<file path="config.mk">
export PLATFORM = sky130hd
export DESIGN_NAME = gpu_wb_drain
export DESIGN_NICKNAME = d
export VERILOG_FILES = /design/src/rtl/gpu_wb_pkg.sv /design/src/rtl/gpu_wb_mem_seq.sv /design/src/rtl/gpu_wb_drain.sv
export SDC_FILE = /design/constraint.sdc
export NUM_CORES = 1
export LEC_CHECK = 0
export ABC_CLOCK_PERIOD_IN_PS = 7210
export CORE_AREA = 4 4 169 171
export CTS_BUF_LIST = sky130_fd_sc_hd__clkbuf_2 sky130_fd_sc_hd__clkbuf_4 sky130_fd_sc_hd__clkbuf_8
export DETAILED_ROUTE_END_ITERATION = 12
export DIE_AREA = 0 0 173 175
export MAX_ROUTING_LAYER = met4
export PLACE_DENSITY = 0.79
export SYNTH_ARGS = -nofsm -noshare
export SYNTH_HDL_FRONTEND = slang
export SYNTH_HIERARCHICAL = 1
export SYNTH_SLANG_ARGS = --single-unit
</file>
<file path="constraint.sdc">
create_clock -name clk -period 7.21 [get_ports clk]
set_input_delay 1.442 -clock clk [delete_from_list [all_inputs] [get_ports clk]]
set_output_delay 1.442 -clock clk [all_outputs]
set_load 0.02 [all_outputs]
</file>
<file path="src/rtl/gpu_wb_pkg.sv">
// Shared types and constants for the GPU writeback drain.
// Latency: n/a (types only).
// Backpressure: n/a (types only).
//
// Holds the drain FSM state encoding, the latched entry record and the
// default geometry that the entry record is sized from.
package gpu_wb_pkg;

    localparam int WB_DATA_WIDTH = 32;
    localparam int WB_VEC_SIZE   = 4;
    localparam int WB_TAG_WIDTH  = 8;
    localparam int WB_ADDR_WIDTH = 32;

    // Byte stride between consecutive lanes of a memory writeback.
    localparam int BYTES_PER_LANE = WB_DATA_WIDTH / 8;

    typedef enum logic [1:0] {
        S_IDLE     = 2'd0,
        S_RF_WR    = 2'd1,
        S_MEM_BEAT = 2'd2,
        S_DONE     = 2'd3
    } drain_state_t;

    // One popped writeback entry, held for the whole time it is in flight.
    typedef struct packed {
        logic [WB_DATA_WIDTH*WB_VEC_SIZE-1:0] data;
        logic [WB_TAG_WIDTH-1:0]              tag;
        logic [3:0]                           dest_reg;
        logic                                 is_vector;
        logic                                 write_mem;
        logic [WB_ADDR_WIDTH-1:0]             addr;
    } wb_entry_t;

endpackage

</file>
<file path="src/rtl/gpu_wb_mem_seq.sv">
// Memory lane sequencer: issues one write beat per lane and watches for ack timeouts.
// Latency: first beat in the cycle after start; done/err are combinational with the closing ack or timeout.
// Backpressure: each beat holds address/data stable until i_mem_ack; aborts after TIMEOUT_CYCLES without ack.
//
// Ports: start (pulse on the pop edge that enters the memory phase), active
// (memory phase in progress), is_vector/data/base (latched entry), mem_ack in;
// mem_req/mem_addr/mem_wdata beat outputs; done (phase finished this cycle)
// and err (finished by timeout) out.
module gpu_wb_mem_seq
    import gpu_wb_pkg::*;
#(
    parameter int DATA_WIDTH     = 32,
    parameter int VEC_SIZE       = 4,
    parameter int ADDR_WIDTH     = 32,
    parameter int TIMEOUT_CYCLES = 64
) (
    input  logic                           clk,
    input  logic                           rst,
    input  logic                           start,
    input  logic                           active,
    input  logic                           is_vector,
    input  logic [DATA_WIDTH*VEC_SIZE-1:0] data,
    input  logic [ADDR_WIDTH-1:0]          base,
    input  logic                           mem_ack,
    output logic                           mem_req,
    output logic [ADDR_WIDTH-1:0]          mem_addr,
    output logic [DATA_WIDTH-1:0]          mem_wdata,
    output logic                           done,
    output logic                           err
);

    localparam int BEAT_W = (VEC_SIZE > 1) ? $clog2(VEC_SIZE) : 1;
    localparam int TCNT_W = $clog2(TIMEOUT_CYCLES + 1);

    logic [BEAT_W-1:0] beat;
    logic [TCNT_W-1:0] tcnt;
    logic              last_beat;
    logic              timed_out;

    // A scalar entry only ever sends lane 0.
    assign last_beat = is_vector ? (beat == BEAT_W'(VEC_SIZE - 1)) : (beat == '0);

    // An ack arriving in the final allowed cycle still counts as success.
    assign timed_out = active && !mem_ack && (tcnt == TCNT_W'(TIMEOUT_CYCLES - 1));

    assign done = active && ((mem_ack && last_beat) || timed_out);
    assign err  = timed_out;

    assign mem_req   = active;
    assign mem_addr  = active ? (base + ADDR_WIDTH'(beat) * ADDR_WIDTH'(BYTES_PER_LANE)) : '0;
    assign mem_wdata = active ? data[beat*DATA_WIDTH +: DATA_WIDTH] : '0;

    always_ff @(posedge clk) begin
        if (rst || start) begin
            beat <= '0;
            tcnt <= '0;
        end else if (active) begin
            if (mem_ack) begin
                tcnt <= '0;
                if (!last_beat) begin
                    beat <= beat + 1'b1;
                end
            end else begin
                tcnt <= tcnt + 1'b1;
            end
        end
    end

endmodule

</file>
<file path="src/rtl/gpu_wb_drain.sv">
// Writeback drain: pops result entries and commits them to the register file or memory.
// Latency: register entry RF write at pop+1, done at pop+2; memory entry done one cycle after the last ack.
// Backpressure: pops only in IDLE with valid and no stall; memory beats wait for ack up to TIMEOUT_CYCLES.
//
// Ports: i_wb_* head entry of the writeback buffer, o_wb_req pop strobe,
// i_stall pop inhibit; o_rf_* masked vector register write; o_mem_*/i_mem_ack
// per-lane memory beats; o_done_* completion pulse for the scoreboard;
// o_busy, o_mem_error (sticky timeout) and o_retire_count status.
module gpu_wb_drain
    import gpu_wb_pkg::*;
#(
    parameter int DATA_WIDTH     = WB_DATA_WIDTH,
    parameter int VEC_SIZE       = WB_VEC_SIZE,
    parameter int TAG_WIDTH      = WB_TAG_WIDTH,
    parameter int ADDR_WIDTH     = WB_ADDR_WIDTH,
    parameter int TIMEOUT_CYCLES = 64
) (
    input  logic                           clk,
    input  logic                           rst,
    input  logic                           i_wb_valid,
    input  logic [DATA_WIDTH*VEC_SIZE-1:0] i_wb_data,
    input  logic [TAG_WIDTH-1:0]           i_wb_tag,
    input  logic [3:0]                     i_wb_dest_reg,
    input  logic                           i_wb_is_vector,
    input  logic                           i_wb_write_mem,
    input  logic [ADDR_WIDTH-1:0]          i_wb_mem_addr,
    output logic                           o_wb_req,
    input  logic                           i_stall,
    output logic                           o_rf_we,
    output logic [3:0]                     o_rf_addr,
    output logic [VEC_SIZE-1:0]            o_rf_lane_mask,
    output logic [DATA_WIDTH*VEC_SIZE-1:0] o_rf_wdata,
    output logic                           o_mem_req,
    output logic [ADDR_WIDTH-1:0]          o_mem_addr,
    output logic [DATA_WIDTH-1:0]          o_mem_wdata,
    input  logic                           i_mem_ack,
    output logic                           o_done_valid,
    output logic [TAG_WIDTH-1:0]           o_done_tag,
    output logic [3:0]                     o_done_dest_reg,
    output logic                           o_done_err,
    output logic                           o_busy,
    output logic                           o_mem_error,
    output logic [15:0]                    o_retire_count
);

    drain_state_t state;
    wb_entry_t    entry;
    logic         err_pending;
    logic         mem_error;
    logic [15:0]  retire_count;

    logic         pop;
    logic         seq_active;
    logic         seq_done;
    logic         seq_err;

    // Gated by rst so the buffer is never popped while reset is held.
    assign pop      = (state == S_IDLE) && i_wb_valid && !i_stall && !rst;
    assign o_wb_req = pop;

    assign seq_active = (state == S_MEM_BEAT) && entry.write_mem;

    gpu_wb_mem_seq #(
        .DATA_WIDTH     (DATA_WIDTH),
        .VEC_SIZE       (VEC_SIZE),
        .ADDR_WIDTH     (ADDR_WIDTH),
        .TIMEOUT_CYCLES (TIMEOUT_CYCLES)
    ) u_mem_seq (
        .clk       (clk),
        .rst       (rst),
        .start     (pop && i_wb_write_mem),
        .active    (seq_active),
        .is_vector (entry.is_vector),
        .data      (entry.data),
        .base      (entry.addr),
        .mem_ack   (i_mem_ack),
        .mem_req   (o_mem_req),
        .mem_addr  (o_mem_addr),
        .mem_wdata (o_mem_wdata),
        .done      (seq_done),
        .err       (seq_err)
    );

    always_ff @(posedge clk) begin
        if (rst) begin
            state        <= S_IDLE;
            entry        <= '0;
            err_pending  <= 1'b0;
            mem_error    <= 1'b0;
            retire_count <= '0;
        end else begin
            case (state)
                S_IDLE: begin
                    if (pop) begin
                        entry.data      <= i_wb_data;
                        entry.tag       <= i_wb_tag;
                        entry.dest_reg  <= i_wb_dest_reg;
                        entry.is_vector <= i_wb_is_vector;
                        entry.write_mem <= i_wb_write_mem;
                        entry.addr      <= i_wb_mem_addr;
                        err_pending     <= 1'b0;
                        state           <= i_wb_write_mem ? S_MEM_BEAT : S_RF_WR;
                    end
                end
                S_RF_WR: begin
                    state <= S_DONE;
                end
                S_MEM_BEAT: begin
                    if (seq_done) begin
                        state <= S_DONE;
                        if (seq_err) begin
                            err_pending <= 1'b1;
                            mem_error   <= 1'b1;
                        end
                    end
                end
                S_DONE: begin
                    retire_count <= retire_count + 16'd1;
                    state        <= S_IDLE;
                end
                default: begin
                    state <= S_IDLE;
                end
            endcase
        end
    end

    // Register-file write: one cycle, data and mask only driven while enabled.
    assign o_rf_we        = (state == S_RF_WR);
    assign o_rf_addr      = o_rf_we ? entry.dest_reg : 4'd0;
    assign o_rf_lane_mask = !o_rf_we ? '0 : (entry.is_vector ? '1 : VEC_SIZE'(1));
    assign o_rf_wdata     = o_rf_we ? entry.data : '0;

    // Completion pulse, shared by register and memory entries.
    assign o_done_valid    = (state == S_DONE);
    assign o_done_tag      = o_done_valid ? entry.tag : '0;
    assign o_done_dest_reg = o_done_valid ? entry.dest_reg : 4'd0;
    assign o_done_err      = o_done_valid && err_pending;

    assign o_busy         = (state != S_IDLE);
    assign o_mem_error    = mem_error;
    assign o_retire_count = retire_count;

endmodule

</file>
### Yosys cells after proc, flatten, opt, wreduce, memory -nomap -nowiden

Cells that the tools add are included.
W data, S select, Z words.

| cells by class | value |
|---|---|
| equal/unequal tests | 8 |
| reductions and logical operators | 24 |
| bitwise gates (word level) | 1 |
| mux-type cells | 18 |
| shift operators | 1 |
| add/sub/neg operators | 4 |

Operators with widths:

| operator | count |
|---|---|
| $mux W128 | 1 |
| $shiftx A128 B8 Y32 | 1 |
| $mux W32 | 2 |
| $add A32 B4 Y32 | 1 |
| $add A16 B1 Y16 const B | 1 |
| $mux W4 | 4 |
| $logic_and A1 B1 Y1 | 10 |
| $mux W8 | 1 |
| $pmux W2 S4 | 1 |
| $add A7 B1 Y7 const B | 1 |
| $eq A7 B6 Y1 const B | 1 |
| $mux W7 | 1 |
| $eq A2 B2 Y1 const B | 3 |
| $mux W2 | 3 |
| $reduce_and A3 Y1 | 2 |
| $logic_not A2 Y1 | 2 |
| $mux W1 | 4 |
| $ne A2 B2 Y1 const B | 2 |
| $reduce_and A2 Y1 | 2 |
| $reduce_and A4 Y1 | 1 |
| $reduce_bool A2 Y1 | 2 |
| $logic_not A1 Y1 | 3 |
| $add A2 B1 Y2 const B | 1 |
| $eq A2 B1 Y1 const B | 1 |
| other kinds (4) | 5 |

| word-level totals | value |
|---|---|
| bits in registers | 203 |
| logic and storage cells | 68 |

### Depth between registers and ports, before layout

Gate-level depths: netlist of run 1.

| depth | value |
|---|---|
| depth in word-level cells | 8 |
| gate-level depth with buffers | 12 |
| depth with buffers taken out | 11 |

### Modules after synthesis

The synthesis of run 1 kept the hierarchy.

Modules (own cells, without submodules):

| module | area an instance (um^2) | cells each | seq. area each (um^2) | times used |
|---|---|---|---|---|
| gpu_wb_drain | 8453.1 | 1034 | 3883.7 | 1 |
| gpu_wb_mem_seq | 2299.7 | 273 | 180.2 | 1 |

### Worst setup path before layout of run 1

OpenSTA, ideal clock, no wires.

| timing | value |
|---|---|
| path type | input port to output port |
| start | input port rst |
| end | output port o_wb_req |
| setup slack | 3.491 ns |
| stages | 5 |
| buffers on the path | 4 |
| arrival time | 2.277 ns |
| data required time | 5.768 ns |
| cell sequence | and4bb_1 -> buf_4 -> buf_6 -> buf_6 -> buf_2 |

| between the ends | value |
|---|---|
| cells in the longest elaborated chain, start to end | 2 |

Ends and longest elaborated chain:

| what | line | source |
|---|---|---|
| start, declared | gpu_wb_drain.sv:19 | `input logic rst,` |
| $logic_not A1 Y1 | gpu_wb_drain.sv:58 | `assign pop = (state == S_IDLE) && i_wb_valid && !i_stall && !rst;` |
| $logic_and A1 B1 Y1 | gpu_wb_drain.sv:58 |  |
| end, declared | gpu_wb_drain.sv:27 | `output logic o_wb_req,` |

Every way passes these cells.

### Worst setup path in the final report of run 1

| timing | value |
|---|---|
| start | register state[0] |
| end | output port o_mem_addr[16] |

| between the ends | value |
|---|---|
| cells in the longest elaborated chain, start to end | 3 |

Ends and longest elaborated chain:

| what | line | source |
|---|---|---|
| start, declared | gpu_wb_drain.sv:46 | `drain_state_t state;` |
| start signal, assigned | gpu_wb_drain.sv:102 | `state <= i_wb_write_mem ? S_MEM_BEAT : S_RF_WR;` |
| $eq A2 B2 Y1 | gpu_wb_drain.sv:61 | `assign seq_active = (state == S_MEM_BEAT) && entry.write_mem;` |
| $logic_and A1 B1 Y1 | gpu_wb_drain.sv:61 |  |
| $mux W32 | gpu_wb_mem_seq.sv:50 | `assign mem_addr = active ? (base + ADDR_WIDTH'(beat) * ADDR_WIDTH'(BYTES_PER_LANE)) : '0;` |
| end, declared | gpu_wb_drain.sv:34 | `output logic [ADDR_WIDTH-1:0] o_mem_addr,` |

Every way passes these cells.

==> results of run 1 <==
==> where the power goes <==
part	internal, µW	switching, µW
clock network	688	490
registers	1240	110
logic	330	399
total	2260	999
==> cell usage after synthesis, types with 11 or more instances <==
| master | number | area share |
|---|---|---|
| sky130_fd_sc_hd__nand3_1 | 16 | 0.0074 |
| sky130_fd_sc_hd__and2_1 | 188 | 0.11 |
| sky130_fd_sc_hd__o21ai_1 | 28 | 0.013 |
| sky130_fd_sc_hd__ha_1 | 11 | 0.013 |
| sky130_fd_sc_hd__dfxtp_1 | 203 | 0.38 |
| sky130_fd_sc_hd__buf_2 | 13 | 0.0061 |
| sky130_fd_sc_hd__nand4_1 | 15 | 0.0087 |
| sky130_fd_sc_hd__nand2_1 | 196 | 0.068 |
| sky130_fd_sc_hd__a21oi_1 | 22 | 0.010 |
| sky130_fd_sc_hd__xor2_1 | 12 | 0.0098 |
| sky130_fd_sc_hd__buf_6 | 15 | 0.016 |
| sky130_fd_sc_hd__nor2_1 | 40 | 0.014 |
| sky130_fd_sc_hd__mux4_2 | 32 | 0.067 |
| sky130_fd_sc_hd__clkbuf_1 | 69 | 0.024 |
| sky130_fd_sc_hd__nand2b_1 | 183 | 0.11 |
| sky130_fd_sc_hd__o21ai_0 | 155 | 0.072 |
==> registers in the layout (all words and copies together) (netlist names) <==
| register | count |
|---|---|
| entry | 174 |
| err_pending | 1 |
| o_mem_error | 1 |
| o_retire_count | 16 |
| state | 2 |
| u_mem_seq/beat | 2 |
| u_mem_seq/tcnt | 7 |
==> metrics by stage <==
| stage | worst slack (ns) | std cells |
|---|---|---|
| finish | 2.18 | 2036 |
| global route | 2.01 | 2036 |
| CTS | 2.19 | 2034 |
| detailed placement | 2.20 | 1965 |
| global placement | 2.20 | 1965 |
| floorplan | 3.49 | 1307 |
==> final timing paths <==
| kind | from | end | slack [ns] | cells after the start |
|---|---|---|---|---|
| setup / recovery | state[0]$_SDFFE_PP0P_ | o_mem_addr[16] | 2.18 | 7 |
| hold / removal | o_mem_error$_SDFFE_PP0P_ | o_mem_error$_SDFFE_PP0P_ | 0.45 | 2 |
| setup reg to reg | state[1]$_SDFFE_PP0P_ | entry[146]$_SDFFE_PP0P_ | 3.63 | 6 |
| hold reg to reg | o_mem_error$_SDFFE_PP0P_ | o_mem_error$_SDFFE_PP0P_ | 0.45 | 2 |
==> metal layers <==
layer	GRT usage	vias to the layer above
met5	-	-
met3	0.0604	81
li1	-	5044
met2	0.396	406
met4	0.0871	0
met1	0.282	4851
==> kinds of logic after synthesis <==
family / Yosys count / synth area share
compound gates: 222 / 0.108
xor+xnor: 22 / 0.0179
fa+ha+maj: 12 / 0.0147
buf+inv: 115 / 0.0542
flops: 203 / 0.378
mux: 44 / 0.0785
simple gates: 689 / 0.349
==> layout by cell type (no fill, tap or decap), types with 3 or more instances in the layout <==
| cell type | n |
|---|---|
| sky130_fd_sc_hd__xor2_1 | 12 |
| sky130_fd_sc_hd__nor2_1 | 40 |
| sky130_fd_sc_hd__dfxtp_1 | 201 |
| sky130_fd_sc_hd__nand3_1 | 16 |
| sky130_fd_sc_hd__or4_1 | 10 |
| sky130_fd_sc_hd__buf_4 | 9 |
| sky130_fd_sc_hd__clkbuf_4 | 13 |
| sky130_fd_sc_hd__and4_1 | 3 |
| sky130_fd_sc_hd__nand2_1 | 196 |
| sky130_fd_sc_hd__clkdlybuf4s50_1 | 412 |
| sky130_fd_sc_hd__a21oi_1 | 22 |
| sky130_fd_sc_hd__mux2i_1 | 9 |
| sky130_fd_sc_hd__nand4_1 | 15 |
| sky130_fd_sc_hd__o31ai_1 | 9 |
| sky130_fd_sc_hd__mux2_2 | 3 |
| sky130_fd_sc_hd__o21ai_0 | 155 |
| sky130_fd_sc_hd__xnor2_1 | 10 |
| sky130_fd_sc_hd__nand2b_1 | 183 |
| sky130_fd_sc_hd__inv_1 | 10 |
| sky130_fd_sc_hd__ha_1 | 10 |
| sky130_fd_sc_hd__mux4_2 | 32 |
| sky130_fd_sc_hd__clkbuf_8 | 50 |
| sky130_fd_sc_hd__nor2b_1 | 5 |
| sky130_fd_sc_hd__o21ai_1 | 28 |
| sky130_fd_sc_hd__and2_1 | 187 |
| sky130_fd_sc_hd__and3_1 | 7 |
| sky130_fd_sc_hd__clkinv_2 | 4 |
| sky130_fd_sc_hd__nor4_1 | 5 |
| sky130_fd_sc_hd__nor3_1 | 6 |
==> tightest hold or removal path, stage by stage, from the launching register on <==
cell and delay [ns]:
sky130_fd_sc_hd__dfxtp_1 0.31, sky130_fd_sc_hd__inv_1 0.04, sky130_fd_sc_hd__a21oi_1 0.05
==> layout make-up <==
cell class | instances | area, µm²
well taps | 341 | 427
clock buffers | 63 | 786
clock inverters | 6 | 35.0
diodes | 2 | 5.00
repair buffers | 421 | 4190
fillers | 2351 | 11200
flip-flops and latches | 203 | 4070
inverters | 11 | 41.3
multi-input cells | 989 | 6120
==> results summary, run 1 <==
The count of nets left with antenna violations once routing finished came out at 0. The ratio of final minimum period to clock period is 0.697. The top flip-flop cell by instance count after synthesis is sky130_fd_sc_hd__dfxtp_1. The average footprint of a synthesized cell is 8.23 µm². Counting flops with an async set or reset pin after synthesis yields a share of 0. At the end of routability-driven placement, the weighted congestion stood at 0.959. The launching element type of the critical path is a register. The die outline area came out at approximately 0.030 mm². The number of endpoints with negative hold slack in the final report is 0.

The synthesized instance count is 1307. The headroom to the max-slew limit is 0.304. The slew at the pin with the worst max-slew slack came out at 1.04 ns.

The total power consumption of the routed design came out at roughly 3300 µW. TritonCTS built the clock tree. The layout overhead on the synthesized area is 45.8%. The boundary pin count is 414. The HPWL after detailed placement is 26200 µm. The count of hold-fix buffers inserted at cts is 0.

The detailed-route DRC error count came out at 0. Setup repair after global routing left no endpoint under its margin. The number of gates given a new drive strength after cts came out at 0. The final critical-path required period is 5.03 ns. The CTS buffer count is 38. The first global-routing pass estimated about 57000 µm of wire.

The met3 routed wirelength is 2740 µm. The area inside the core boundary came out at 0.0269 mm². The maximum fanout along the worst path came out at 28.

The final instance area came out at 0.0157 mm². The maximum level of the CTS H-tree came out at 2. The number of warning messages in the yosys log is 6.

The number of antenna violations at the first check in global routing is 2. The total cell area at the placement stage came out at 0.0148 mm². The smallest hold slack is 0.446 ns. The netlist area before placement is 0.0108 mm². The static leakage came out at 0.00546 µW. Traced cell by cell, the critical path runs through inv_1 > ha_1 > and2_2 > clkinv_1 > or4_1 > o21ai_0 > clkdlybuf4s50_1. The clock latency on the worst-skew pair is 0.51 ns.

The post-synthesis sequential element count is 203. The average wire per standard cell came out at 18.1 µm. The routed via count came out at just over 10000. The number of sinks handled by clock tree synthesis came out at 203.

Before antenna repair, the detailed router went through 5 iterations. The achievable frequency came out at between 0.15 and 0.2 GHz. The root buffer selected by CTS is sky130_fd_sc_hd__clkbuf_8.

The cell family contributing the most delay on the critical path is buffers and inverters. The count of flip-flops with a built-in enable after synthesis is 0. STA classifies the critical path endpoint as an output pin.

The die extent in x is 173 µm. The number of nets in the synthesized netlist came out at 1498. The number of max-slew violations in the final report came out at 0.

Max-cap violations in this run came to 0. For this block, the routed nets add up to 36900 µm of wire. The clock slew seen by the registers of the worst setup and hold paths is roughly 0.06 ns. For the worst setup path, the data required time is 5.77 ns. Entering global routing, the biggest net connects approximately 120 pins. The post-synthesis cell type count came out at 48.

The met2 wirelength from detailed routing came out at 17700 µm. The stage delay of the slowest cell on the critical path came out at 0.77 ns. The number of nets in the layout came out at about 1900. The buffers inserted during post-CTS setup optimization is 0. The number of buffers and inverters on the critical path is 3. The overall fraction of global-route tracks in use came out at 0.238. The total number of placement rows came out at 60.

The number of input and output port buffers inserted is around 410. The maximum clock skew at final layout is 0.0135 ns. Dividing the detail-routed via count by the number of cells gives 5.10. The tightest min-delay check is of the reg2reg type. The via count of the first global-routing pass was around 10000.

The effective utilization at floorplan is 0.400. Global routing finished with a remaining overflow of 0. The flow ran to the end, and the final reports show no timing, DRC or antenna violations. The data arrival time of the critical path is roughly 3.6 ns.

The final sum of negative setup slack came out at 0 ns. In this run the power density over the cells is 208 mW/mm². The longest clock path from root to sink contains 3 buffers. The end-of-flow core utilization is 0.583. The met1 wire length is 15100 µm. The share of the Yosys chip area taken by registers is 0.378. The total of endpoints with negative setup slack in the final report is 0. VDD sags by at most 0.000146 V. The slowest stage of the critical path belongs to the cell sky130_fd_sc_hd__or4_1. The violation count after the first detailed-routing iteration came out at 619.

The critical path in this run is classified as reg2out. The die is 175 µm tall. Signal routing reaches up to met4. Of the cells placed in the final design, the portion with a size suffix greater than 1 is 0.0756.
(Power assumes the default switching activity.)
==> inputs of run 2 (changes only) <==
--- a/config.mk
+++ b/config.mk
@@ -5,7 +5,7 @@
 export SDC_FILE = /design/constraint.sdc
 export NUM_CORES = 1
 export LEC_CHECK = 0
-export ABC_CLOCK_PERIOD_IN_PS = 7210
+export ABC_CLOCK_PERIOD_IN_PS = 5000
 export CORE_AREA = 4 4 169 171
 export CTS_BUF_LIST = sky130_fd_sc_hd__clkbuf_2 sky130_fd_sc_hd__clkbuf_4 sky130_fd_sc_hd__clkbuf_8
 export DETAILED_ROUTE_END_ITERATION = 12
==> constraint.sdc (replaced) <==
create_clock -name clk -period 5 [get_ports clk]
set_input_delay 1 -clock clk [delete_from_list [all_inputs] [get_ports clk]]
set_output_delay 1 -clock clk [all_outputs]
set_load 0.02 [all_outputs]
==> run 2 against run 1 <==
First-iteration DRC count grew 4.5%. Critical path depth shrank 1. Routed wire length shrank 0.35%. Setup slack lost 1.8 ns. Sequential share of layout area grew 0.069 points. Utilization shrank 0.15 points. Global-route usage shrank 0.15 points. Hold slack gained 0.0037 ns. Non-clock buffer count grew 1. Die area is the same. Flip-flop and latch count is the same. Clock skew grew 0.018 ns. Largest cell class unchanged.
==> results summary, run 2 (synthesis results as in run 1) <==
The type of the tightest min-delay check is reg2reg. The area inside the core boundary came to 0.0269 mm² (unchanged). The final critical-path required period came out at approximately 4.6 ns.

The largest net degree at the start of global routing was 205 (+72%). The power per cell area was 295 mW/mm² (+42%). The number of antenna violations at the first check in global routing came to 1 (-1). The maximum clock skew at final layout is 0.0315 ns (+0.0181 ns). The buffers inserted during post-CTS setup optimization came out at 0 (unchanged). The number of sinks handled by clock tree synthesis came out at 203 (unchanged). The HPWL after detailed placement came out at 26100 µm (-0.39%). The ratio of final minimum period to clock period came out at 0.927. The detailed-route DRC error count came out at 0 (unchanged). Traced cell by cell, the critical path runs through fa_1 > and4_1 > nand3_1 > or4_1 > a21oi_1 > clkdlybuf4s50_1. The highest ir drop seen on vdd came to 0.000276 V (+90%). The number of placed instances, taps included came out at 1966 (+0.051%). The total power consumption of the routed design came out at 4620 µW (+42%). The routed wire length came out at 36800 µm (-0.35%). Ranked by flip-flop count, first place goes to entry. The CTS buffer count came out at 38 (unchanged). The number of nets in the layout came out at 1856 (+0.054%). The post-layout instance count excluding filler cells is 2030 (-0.29%).

The detailed-route vias per instance was 5.10 (+0.11%). The fraction of final layout cells with drive strength greater than 1 came to 0.0729 (-0.00274). The count of antenna-violating nets left after detailed routing came to 0 (unchanged).

The critical path starts at u_mem_seq/beat[1]$_SDFFE_PP0P_. The number of input and output port buffers inserted was 413 (unchanged). The met3 routed wirelength is 3040 µm (+11%). The routed via count came out at 10400 (-0.18%). CTS placed an instance of sky130_fd_sc_hd__clkbuf_8 at the clock tree root. The final instance area came out at 0.0156 mm² (-0.26%). The slew at the pin with the worst max-slew slack was 1.04 ns (-0.00292 ns).

The total cell area at the placement stage is 0.0149 mm² (+0.22%). The total number of placement rows came out at 60 (unchanged). The data arrival time of the critical path is 3.64 ns (+0.06 ns). In this run the most critical hold path is launched from o_mem_error$_SDFFE_PP0P_.

For this run, the top clock speed supported by timing is 0.216 GHz. The beginning of the worst register-to-register path is state[0]$_SDFFE_PP0P_. The first-pass GRT wire length came out at 56400 µm (-0.35%).

The average wire per standard cell came out at 18.1 µm (about the same). The worst setup path is of the reg2out kind. The top cell family by delay on the critical path is simple AND/OR/NAND/NOR gates.

The stage delay of the slowest cell on the critical path is 0.68 ns (-0.09 ns). The static leakage is 0.00543 µW (-0.41%). The die height came out at 175 µm (unchanged). The via count of the first global-routing pass is 10100 (+0.66%). The boundary pin count came out at 414 (unchanged).

The number of flip-flops under the largest register name is 174 (unchanged). The total of endpoints with negative setup slack in the final report is 0 (unchanged). The violation count after the first detailed-routing iteration came out at 647 (+4.5%).

The number of gates given a new drive strength after cts is 0 (unchanged). Setup repair after global routing left no endpoint under its margin. Routed signal wires occupy layers up through met4.

The number of search-and-repair iterations in the first detailed-routing pass is 5 (unchanged). The maximum fanout along the worst path is 16 (-43%). The clock slew seen by the registers of the worst setup and hold paths is 0.06 ns (about the same). The met2 wirelength from detailed routing is 17800 µm (+0.69%). The largest individual stage delay along the critical path comes from the cell sky130_fd_sc_hd__dfxtp_2. The library cell used most frequently in the layout, excluding fill and tap cells, is sky130_fd_sc_hd__clkdlybuf4s50_1. The die extent in x came out at 173 µm (unchanged). The number of buffers on the longest clock path came out at 3 (unchanged).

The placer congestion estimate came out at 0.926 (-3.5%). The met1 wire length was 14700 µm (-2.9%). The number of endpoints with negative hold slack in the final report came out at 0 (unchanged). The maximum level of the CTS H-tree came out at 2 (unchanged). The final sum of negative setup slack was 0 ns (unchanged). The top cell types in the final layout, fill and taps aside, are 412 x sky130_fd_sc_hd__clkdlybuf4s50_1, 201 x sky130_fd_sc_hd__dfxtp_1, 196 x sky130_fd_sc_hd__nand2_1, 187 x sky130_fd_sc_hd__and2_1, 183 x sky130_fd_sc_hd__nand2b_1. The TritonCTS clock tree is done. The die outline area is 0.0303 mm² (unchanged). Compared with the post-synthesis result, the final layout area differs by 45.4%. The count of hold-fix buffers inserted at cts came out at 0 (unchanged).

The number of max-slew violations in the final report is 0 (unchanged). The data required time of the worst path came out at 4.00 ns (-1.77 ns). The sum of buffers and inverters on the critical path is 1 (-2). The headroom to the max-slew limit came out at 0.306 (+0.00195). The total congestion overflow came out at 0 (unchanged). The reported max-cap violation count is 0 (unchanged). STA classifies the critical path startpoint as a register. The clock latency on the worst-skew pair is 0.52 ns (about the same). The flow ran to the end, and the final reports show no timing, DRC or antenna violations. STA classifies the critical path endpoint as an output pin.

The effective utilization at floorplan is 0.400 (unchanged). The overall fraction of global-route tracks in use is 0.237 (-0.00147).
==> run 2: through the flow <==
step	worst slack [ns]	util	hold slack, ns
after global routing	0.174	0.582	0.472
after detailed placement	0.947	0.554	0.445
after floorplan	1.80	-	0.438
final	0.364	0.582	0.449
after CTS	0.366	0.582	0.453
after global placement	0.990	0.554	0.439
==> run 2: final cells by class <==
| cell class | instances | area [µm²] |
|---|---|---|
| fillers | 2422 | 11200 |
| multi-input cells | 989 | 6120 |
| repair buffers | 422 | 4220 |
| flip-flops and latches | 203 | 4070 |
| clock buffers | 55 | 707 |
| well taps | 341 | 427 |
| clock inverters | 8 | 42.5 |
| inverters | 11 | 41.3 |
| diodes | 1 | 2.50 |
==> run 2: worst reg2reg max path, stage by stage (launching register included) <==
cell                       delay, ns
sky130_fd_sc_hd__dfxtp_1        0.36
sky130_fd_sc_hd__inv_1          0.13
sky130_fd_sc_hd__ha_1           0.20
sky130_fd_sc_hd__and2_2         0.16
sky130_fd_sc_hd__buf_4          0.53
sky130_fd_sc_hd__nand2b_1       0.26
sky130_fd_sc_hd__nor2_1         0.14
sky130_fd_sc_hd__nand4_1        0.17
sky130_fd_sc_hd__o21ai_0        0.17
sky130_fd_sc_hd__nor2b_1        0.10
sky130_fd_sc_hd__a21oi_2        0.18
sky130_fd_sc_hd__nor2_1         0.06
sky130_fd_sc_hd__a311oi_1       0.25
==> run 2: report_power, final <==
part | total, µW | switching, µW | internal, µW
Combinational | 1060 | 575 | 488
Sequential | 1950 | 157 | 1790
Clock | 1600 | 702 | 903
Total | 4620 | 1430 | 3180
==> run 2: routing by layer <==
metal | vias up | GRT usage
met4 | 0 | 0.0808
met5 | - | -
met1 | 4831 | 0.270
li1 | 5042 | -
met3 | 82 | 0.0682
met2 | 408 | 0.402
==> run 2: path summary, 6_finish.rpt <==
path	slack (ns)	endpoint	cells after the start
max reg2reg	2.18	state[0]$_SDFFE_PP0P_	12
min reg2reg	0.45	o_mem_error$_SDFFE_PP0P_	2
max	0.36	o_mem_addr[30]	6
min	0.45	o_mem_error$_SDFFE_PP0P_	2
